===== src/rtl/inst_encoder_pkg.sv =====
// Shared constants for the instruction encoder: opcodes, field-bundle classes and FSM states.
package inst_encoder_pkg;

    localparam logic [6:0] OPCODE_OP     = 7'b0110011;
    localparam logic [6:0] OPCODE_OP_IMM = 7'b0010011;
    localparam logic [6:0] OPCODE_LOAD   = 7'b0000011;
    localparam logic [6:0] OPCODE_STORE  = 7'b0100011;
    localparam logic [6:0] OPCODE_BRANCH = 7'b1100011;

    // Classes 5..7 are undefined and flagged as illegal by the encoder.
    localparam logic [2:0] CLASS_R      = 3'd0;
    localparam logic [2:0] CLASS_I      = 3'd1;
    localparam logic [2:0] CLASS_LOAD   = 3'd2;
    localparam logic [2:0] CLASS_STORE  = 3'd3;
    localparam logic [2:0] CLASS_BRANCH = 3'd4;

    typedef enum logic [1:0] {
        ST_IDLE = 2'd0,
        ST_RUN  = 2'd1,
        ST_FULL = 2'd2
    } enc_state_e;

endpackage


===== src/rtl/inst_pack.sv =====
// Purely combinational packing of a decoded field bundle into a 32-bit RV32I instruction word.
module inst_pack
    import inst_encoder_pkg::*;
(
    input  logic [2:0]  i_class,
    input  logic [4:0]  i_rd,
    input  logic [4:0]  i_rs1,
    input  logic [4:0]  i_rs2,
    input  logic [2:0]  i_funct3,
    input  logic [6:0]  i_funct7,
    input  logic [11:0] i_imm,
    output logic [31:0] o_word,
    output logic        o_legal
);

    always_comb begin
        o_word  = '0;
        o_legal = 1'b1;
        case (i_class)
            CLASS_R:      o_word = {i_funct7, i_rs2, i_rs1, i_funct3, i_rd, OPCODE_OP};
            CLASS_I:      o_word = {i_imm, i_rs1, i_funct3, i_rd, OPCODE_OP_IMM};
            CLASS_LOAD:   o_word = {i_imm, i_rs1, i_funct3, i_rd, OPCODE_LOAD};
            CLASS_STORE:  o_word = {i_imm[11:5], i_rs2, i_rs1, i_funct3, i_imm[4:0], OPCODE_STORE};
            // i_imm holds branch offset bits [12:1], so every index is one below the ISA name.
            CLASS_BRANCH: o_word = {i_imm[11], i_imm[9:4], i_rs2, i_rs1, i_funct3,
                                    i_imm[3:0], i_imm[10], OPCODE_BRANCH};
            default:      o_legal = 1'b0;
        endcase
    end

endmodule


===== src/rtl/inst_encoder.sv =====
// Streams field bundles into encoded instruction words written to consecutive memory addresses,
// with a single output register, pass-through backpressure and a per-program word limit.
module inst_encoder
    import inst_encoder_pkg::*;
#(
    parameter logic [31:0] BASE_ADDR = 32'h0,
    parameter int          DEPTH     = 256
) (
    input  logic                     clk_i,
    input  logic                     rst_i,
    input  logic                     start_i,
    input  logic                     valid_i,
    output logic                     ready_o,
    input  logic [2:0]               class_i,
    input  logic [4:0]               rd_i,
    input  logic [4:0]               rs1_i,
    input  logic [4:0]               rs2_i,
    input  logic [2:0]               funct3_i,
    input  logic [6:0]               funct7_i,
    input  logic [11:0]              imm_i,
    output logic                     valid_o,
    input  logic                     ready_i,
    output logic [31:0]              addr_o,
    output logic [31:0]              data_o,
    output logic [$clog2(DEPTH):0]   count_o,
    output logic                     full_o,
    output logic                     error_o
);

    localparam int                 CNT_W = $clog2(DEPTH) + 1;
    localparam logic [CNT_W-1:0]   LAST  = CNT_W'(DEPTH - 1);

    enc_state_e         r_state;
    enc_state_e         w_state_nxt;
    logic               r_valid;
    logic [31:0]        r_data;
    logic [31:0]        r_addr;
    logic [CNT_W-1:0]   r_count;
    logic               r_error;

    logic [31:0]        w_word;
    logic               w_legal;
    logic               w_acc;
    logic               w_wr;
    logic               w_last;

    inst_pack u_pack (
        .i_class  (class_i),
        .i_rd     (rd_i),
        .i_rs1    (rs1_i),
        .i_rs2    (rs2_i),
        .i_funct3 (funct3_i),
        .i_funct7 (funct7_i),
        .i_imm    (imm_i),
        .o_word   (w_word),
        .o_legal  (w_legal)
    );

    // Refuse a new bundle alongside the final write so no word is ever built past DEPTH.
    assign w_last  = (r_count == LAST);
    assign ready_o = (r_state == ST_RUN) && (!r_valid || (ready_i && !w_last));
    assign w_acc   = valid_i && ready_o;
    assign w_wr    = r_valid && ready_i;

    always_ff @(posedge clk_i or negedge rst_i) begin
        if (!rst_i) r_state <= ST_IDLE;
        else        r_state <= w_state_nxt;
    end

    always_comb begin
        w_state_nxt = r_state;
        if (start_i)
            w_state_nxt = ST_RUN;
        else if ((r_state == ST_RUN) && w_wr && w_last)
            w_state_nxt = ST_FULL;
    end

    always_ff @(posedge clk_i or negedge rst_i) begin
        if (!rst_i) begin
            r_valid <= 1'b0;
            r_data  <= '0;
            r_addr  <= BASE_ADDR;
            r_count <= '0;
            r_error <= 1'b0;
        end else if (start_i) begin
            r_valid <= 1'b0;
            r_addr  <= BASE_ADDR;
            r_count <= '0;
            r_error <= 1'b0;
        end else begin
            if (w_wr) begin
                r_count <= r_count + 1'b1;
                r_addr  <= r_addr + 32'd4;
            end
            if (w_acc && w_legal) begin
                r_valid <= 1'b1;
                r_data  <= w_word;
            end else if (w_wr) begin
                r_valid <= 1'b0;
            end
            if (w_acc && !w_legal)
                r_error <= 1'b1;
        end
    end

    assign valid_o = r_valid;
    assign data_o  = r_data;
    assign addr_o  = r_addr;
    assign count_o = r_count;
    assign full_o  = (r_state == ST_FULL);
    assign error_o = r_error;

endmodule


===== config.mk =====
export PLATFORM = sky130hd
export DESIGN_NAME = inst_encoder
export DESIGN_NICKNAME = d
export VERILOG_FILES = /design/src/rtl/inst_encoder_pkg.sv /design/src/rtl/inst_pack.sv /design/src/rtl/inst_encoder.sv
export SDC_FILE = /design/constraint.sdc
export NUM_CORES = 1
export LEC_CHECK = 0
export ABC_AREA = 0
export CORE_UTILIZATION = 49
export DETAILED_ROUTE_END_ITERATION = 6
export DONT_BUFFER_PORTS = 1
export GPL_TIMING_DRIVEN = 0
export PLACE_DENSITY_LB_ADDON = 0.15
export SLEW_MARGIN = 20
export SYNTH_ARGS = -nofsm -noshare
export SYNTH_HDL_FRONTEND = slang
export SYNTH_SLANG_ARGS = --single-unit

===== constraint.sdc =====
create_clock -name clk_i -period 3.75 [get_ports clk_i]
set_input_delay 1.125 -clock clk_i [delete_from_list [all_inputs] [get_ports clk_i]]
set_output_delay 1.125 -clock clk_i [all_outputs]
set_load 0.02 [all_outputs]

Word-level counts from Yosys, hierarchy flattened
Cells that the tools add are included.
Cells by class
  bitwise logic cells: 1
  reductions and logical operators: 19
  equal/unequal tests: 7
  add/sub/neg operators: 2
  multiplexer cells: 13
Operators with widths (number)
  $pmux 32 s5: 1
  $mux 32: 2
  $add 32x3->32 const B: 1
  $mux 9: 2
  $add 9x1->9 const B: 1
  $eq 9x8->1 const B: 1
  $logic_and 1x1->1: 8
  $eq 3x2->1 const B: 2
  $mux 1: 6
  $reduce_bool 2->1: 3
  $reduce_or 5->1: 1
  $mux 2: 2
  $eq 3x1->1 const B: 1
  $eq 3x3->1 const B: 1
  $logic_not 1->1: 3
  $logic_not 3->1: 1
  $reduce_bool 3->1: 1
  $eq 2x1->1 const B: 1
  $eq 2x2->1 const B: 1
  $reduce_and 2->1: 1
  $logic_or 1x1->1: 1
  $not 1->1: 1
Word-level totals
  logic and storage cells: 48
  output and inout port bits: 77
  input bits: 45
  flip-flop bits (word level): 77

Depth between registers and ports, before layout
  word-level depth: 9
  mapped depth: 9
  mapped depth without buffers: 8

By module
Synthesis repeated with hierarchy kept, for this count alone.
Second synthesis, totals
  cell total of the unflattened synthesis: 392
  area, all modules: 4219.0 µm²
By module, submodules not included
  inst_encoder: area an instance 3420.8 µm², cells each 289, instances 1
  inst_pack: area an instance 798.3 µm², cells each 103, instances 1

Least setup slack after synthesis
No wires, ideal clock.
  kind: reg2out
  from: reg r_count[0], in the netlist count_o[0]
  to: out ready_o
  required time: 2625 ps
  setup slack: 1021 ps
  stages on the path, launching flop included: 7
  data arrival time: 1604 ps
  path buffers: 0
  cells stage by stage: dfrtp_1 > ha_1 > nand3_1 > nor2_1 > ha_1 > nand2b_1 > a21oi_1
On the way
  word-level cells in the longest chain between the ends: 5
RTL lines
  start, declared: line inst_encoder.sv:38  | logic [CNT_W-1:0] r_count;
  start signal, assigned: line inst_encoder.sv:92  | r_count <= r_count + 1'b1;
  $eq 9x8->1: line inst_encoder.sv:60  | assign w_last = (r_count == LAST);
  $logic_not 1->1: line inst_encoder.sv:61  | assign ready_o = (r_state == ST_RUN) && (!r_valid || (ready_i && !w_last));
  $logic_and 1x1->1: line inst_encoder.sv:61
  $logic_or 1x1->1: line inst_encoder.sv:61
  $logic_and 1x1->1: line inst_encoder.sv:61
  end, declared: line inst_encoder.sv:13  | output logic ready_o,
Every way passes these cells.

Final worst setup path
Same ends and word-level chain as after synthesis.

==> out/results.ini <==
[status]
outcome = complete, no violations

[sta]
timing.final.max_slew_violations = 0
final-setup-viol-count = 0
max_slew_margin_pct = 55.8
final.period_utilization_pct = 87.3
timing.fmax_mhz = 305
tightest_slew_ps = 663
setup_tns_ps = 0
finalCriticalPeriod_ps = 3270
worst_hold_slack_ps = 468
fin_skew_ps = 11.4
grt_setup_unrepaired = no
report.final.hold_viol_count = 0

[power_and_ir_drop]
switching_share_pct = 29.8
report.power.total_mw = 1.74
p_switching_uw = 520
power_leakage_nw = 1.64
cell_internal_pwr_mw = 1.22
sequentialPowerShare_pct = 56.9
p_clk_share_pct = 35.1
power.share.combinational_pct = 8.1
vdd_ir_drop_max_uv = 164
power-per-cell-area_nw_per_um2 = 434

[yosys]
yosys_warnings = 0
postSynth.topFlopCell = sky130_fd_sc_hd__dfrtp_1
synth_cell_types = 41
synth_top_area_share_pct = 48.8
synth_area_um2 = 3690
syn_avg_cell_area_um2 = 10.1
syn-instance-count = 364
synthArstFlopShare_pct = 100
synth-seq-cells = 72
synth.area.top_cells = sky130_fd_sc_hd__dfrtp_1 49%, sky130_fd_sc_hd__mux2_1 8.2%, sky130_fd_sc_hd__a21oi_1 3.7%
cell_type_with_the_largest_total_area_after_synthesis = sky130_fd_sc_hd__dfrtp_1
synth_edf_count = 0
synth_sequential_area_ratio_pct = 48.8

[floorplan]
die-height_um = 88.8
fp.coreArea_um2 = 7250
dieArea_um2 = 7880
ios = 122
initial_core_util_pct = 50.9
num_rows = 31
die_width_um = 88.8

[layout]
finish.utilization_pct = 55.4
design.final.nets = 426
final_common_cell = sky130_fd_sc_hd__dfrtp_1
antenna_cells = 0
syn_to_final_growth_pct = 8.92
post_route_cells_drive_above_1_share_pct = 7.57
layout.cells.most_common_list = 72 x sky130_fd_sc_hd__dfrtp_1, 27 x sky130_fd_sc_hd__a21oi_1, 27 x sky130_fd_sc_hd__mux2_1
finish.instance_area_um2 = 4020

[cts]
clk_transition_reported_paths_ps = 80
clockRootBuffer = sky130_fd_sc_hd__clkbuf_8
cts_hold_fix_bufs = 0
htree_levels = 3
ctsResizeCount = 0
cts_inserted_buffers = 9
max-clock-path-buffers = 2
cts_tree = built
insertion_delay_ps = 340
clock_sink_count = 72
postCtsSetupBuffers = 0

[global_routing]
maximum_number_of_pins_on_one_net_before_global_route_repair = 73
vias_in_the_first_global_route = 2537
grt.total_usage_pct = 21.6
number_of_antenna_violations_at_the_first_check_in_global_routing = 0
global_route_wire_length_before_repair_um = 12800
grt.overflow.total = 0

[worst_setup_path]
cp.required_ps = 2620
critical_path_peak_fanout = 4
worstReg2RegStart = count_o[0]
worstPathArrival_ps = 2150
crit_path_start_kind = register
crit_path_start = count_o[0]
endpoint_kind_of_the_worst_setup_timing_path = primary output
timing_worst_setup_path_type = register to primary output

[drt]
vias = 2809
drtAntennaViolNets = 0
drt_iter0_drc = 76
via_per_inst = 5.83
route.final.wire_length_um = 8320
wl_per_cell_um = 17.3
firstDrtPassIters = 4
post-route-drc-count = 0

[placed_design]
buffer_ports.inserted = 0
gpl.final_weighted_congestion = 0.779
placed_cell_area_um2 = 3830
dpl.hpwl_um = 5860

[job]
drv.max_cap_violation_count = 0

[worst_hold_path]
hold_path_class = input pin to async pin

-- worst paths after layout --
kind                               to  slack, ps  cells after the start
setup / recovery              ready_o        480                      6
max in group asynchronous  count_o[3]       3150                      0
setup reg to reg           data_o[26]        860                      9
hold / removal             addr_o[26]        470                      0
hold reg to reg            r_state[1]        560                      2
min in group clk_i         r_state[1]        560                      2
-- layout make-up --
class,count,area (µm²)
fillers,666,3230
flip-flops and latches,72,1800
multi-input cells,266,1770
clock buffers,9,124
well taps,99,124
plain buffers,24,111
clock inverters,7,70.1
inverters,5,18.8
-- power by group through the flow --
stage          logic, mW  registers (mW)  clock network (mW)
3_3_place_gp       0.137            1.01                   0
6_report           0.141           0.992               0.611
5_1_grt            0.160            1.01               0.654
3_5_place_dp       0.142            1.01                   0
2_1_floorplan      0.118           0.991                   0
4_1_cts            0.143           0.994               0.626
-- logic make-up after synthesis --
| kind of cell | Yosys count | synth area share [%] |
|---|---|---|
| AOI/OAI and AO/OA | 73 | 11.9 |
| xor gates and xnor gates | 16 | 3.80 |
| adders and majority gates | 3 | 1.02 |
| buffers and inverters | 29 | 3.53 |
| DFF | 72 | 48.8 |
| muxes | 38 | 11.4 |
| other | 1 | 0.102 |
| and+or+nand+nor | 132 | 19.5 |
-- critical path, cell delays in order (launching register included) --
cell and delay [ps]:
sky130_fd_sc_hd__dfrtp_1 490, sky130_fd_sc_hd__ha_1 300, sky130_fd_sc_hd__nand3_1 80, sky130_fd_sc_hd__nor2_1 50, sky130_fd_sc_hd__ha_1 200, sky130_fd_sc_hd__nand2b_1 150
sky130_fd_sc_hd__a21oi_1 550
-- Yosys cell counts, types with 2 or more instances --
master	number
sky130_fd_sc_hd__nand3_1	17
sky130_fd_sc_hd__buf_1	2
sky130_fd_sc_hd__a31oi_1	6
sky130_fd_sc_hd__xnor2_1	7
sky130_fd_sc_hd__or4_1	12
sky130_fd_sc_hd__mux2_2	4
sky130_fd_sc_hd__or3_1	6
sky130_fd_sc_hd__nor2b_1	15
sky130_fd_sc_hd__o31ai_1	12
sky130_fd_sc_hd__buf_2	2
sky130_fd_sc_hd__a22o_1	5
sky130_fd_sc_hd__inv_1	5
sky130_fd_sc_hd__clkbuf_1	15
sky130_fd_sc_hd__and3_1	4
sky130_fd_sc_hd__and4_1	5
sky130_fd_sc_hd__buf_4	5
sky130_fd_sc_hd__dfrtp_1	72
sky130_fd_sc_hd__mux2_1	27
sky130_fd_sc_hd__o21ai_0	14
sky130_fd_sc_hd__a21oi_1	27
sky130_fd_sc_hd__o22ai_1	5
sky130_fd_sc_hd__ha_1	3
sky130_fd_sc_hd__xor2_1	9
sky130_fd_sc_hd__mux2i_1	7
sky130_fd_sc_hd__nand2b_1	4
sky130_fd_sc_hd__nor2_1	26
sky130_fd_sc_hd__nand4_1	12
sky130_fd_sc_hd__nand2_1	21
sky130_fd_sc_hd__nor3_1	3
-- through the flow --
step / setup WS (ps) / cells
floorplan: 1020 / 367
global placement: 823 / 466
detailed placement: 831 / 466
CTS: 436 / 482
global route: 357 / 482
finish: 475 / 482
-- sequential cells by signal (all words and copies together), names as in the netlist --
signal and count:
data_o 29, valid_o 1, r_state 2, addr_o 30, error_o 1, count_o 9
-- metal layers --
metal | track usage (%) | part of all wire (%) | vias to the layer above
met1 | 27.4 | 45 | 1351
li1 | - | - | 1347
met4 | 6.74 | 1.1 | 0
met3 | 8.49 | 9.2 | 9
met5 | 0 | 0 | -
met2 | 34.1 | 45 | 102
No activity file was read; power rests on OpenSTA's default activity.
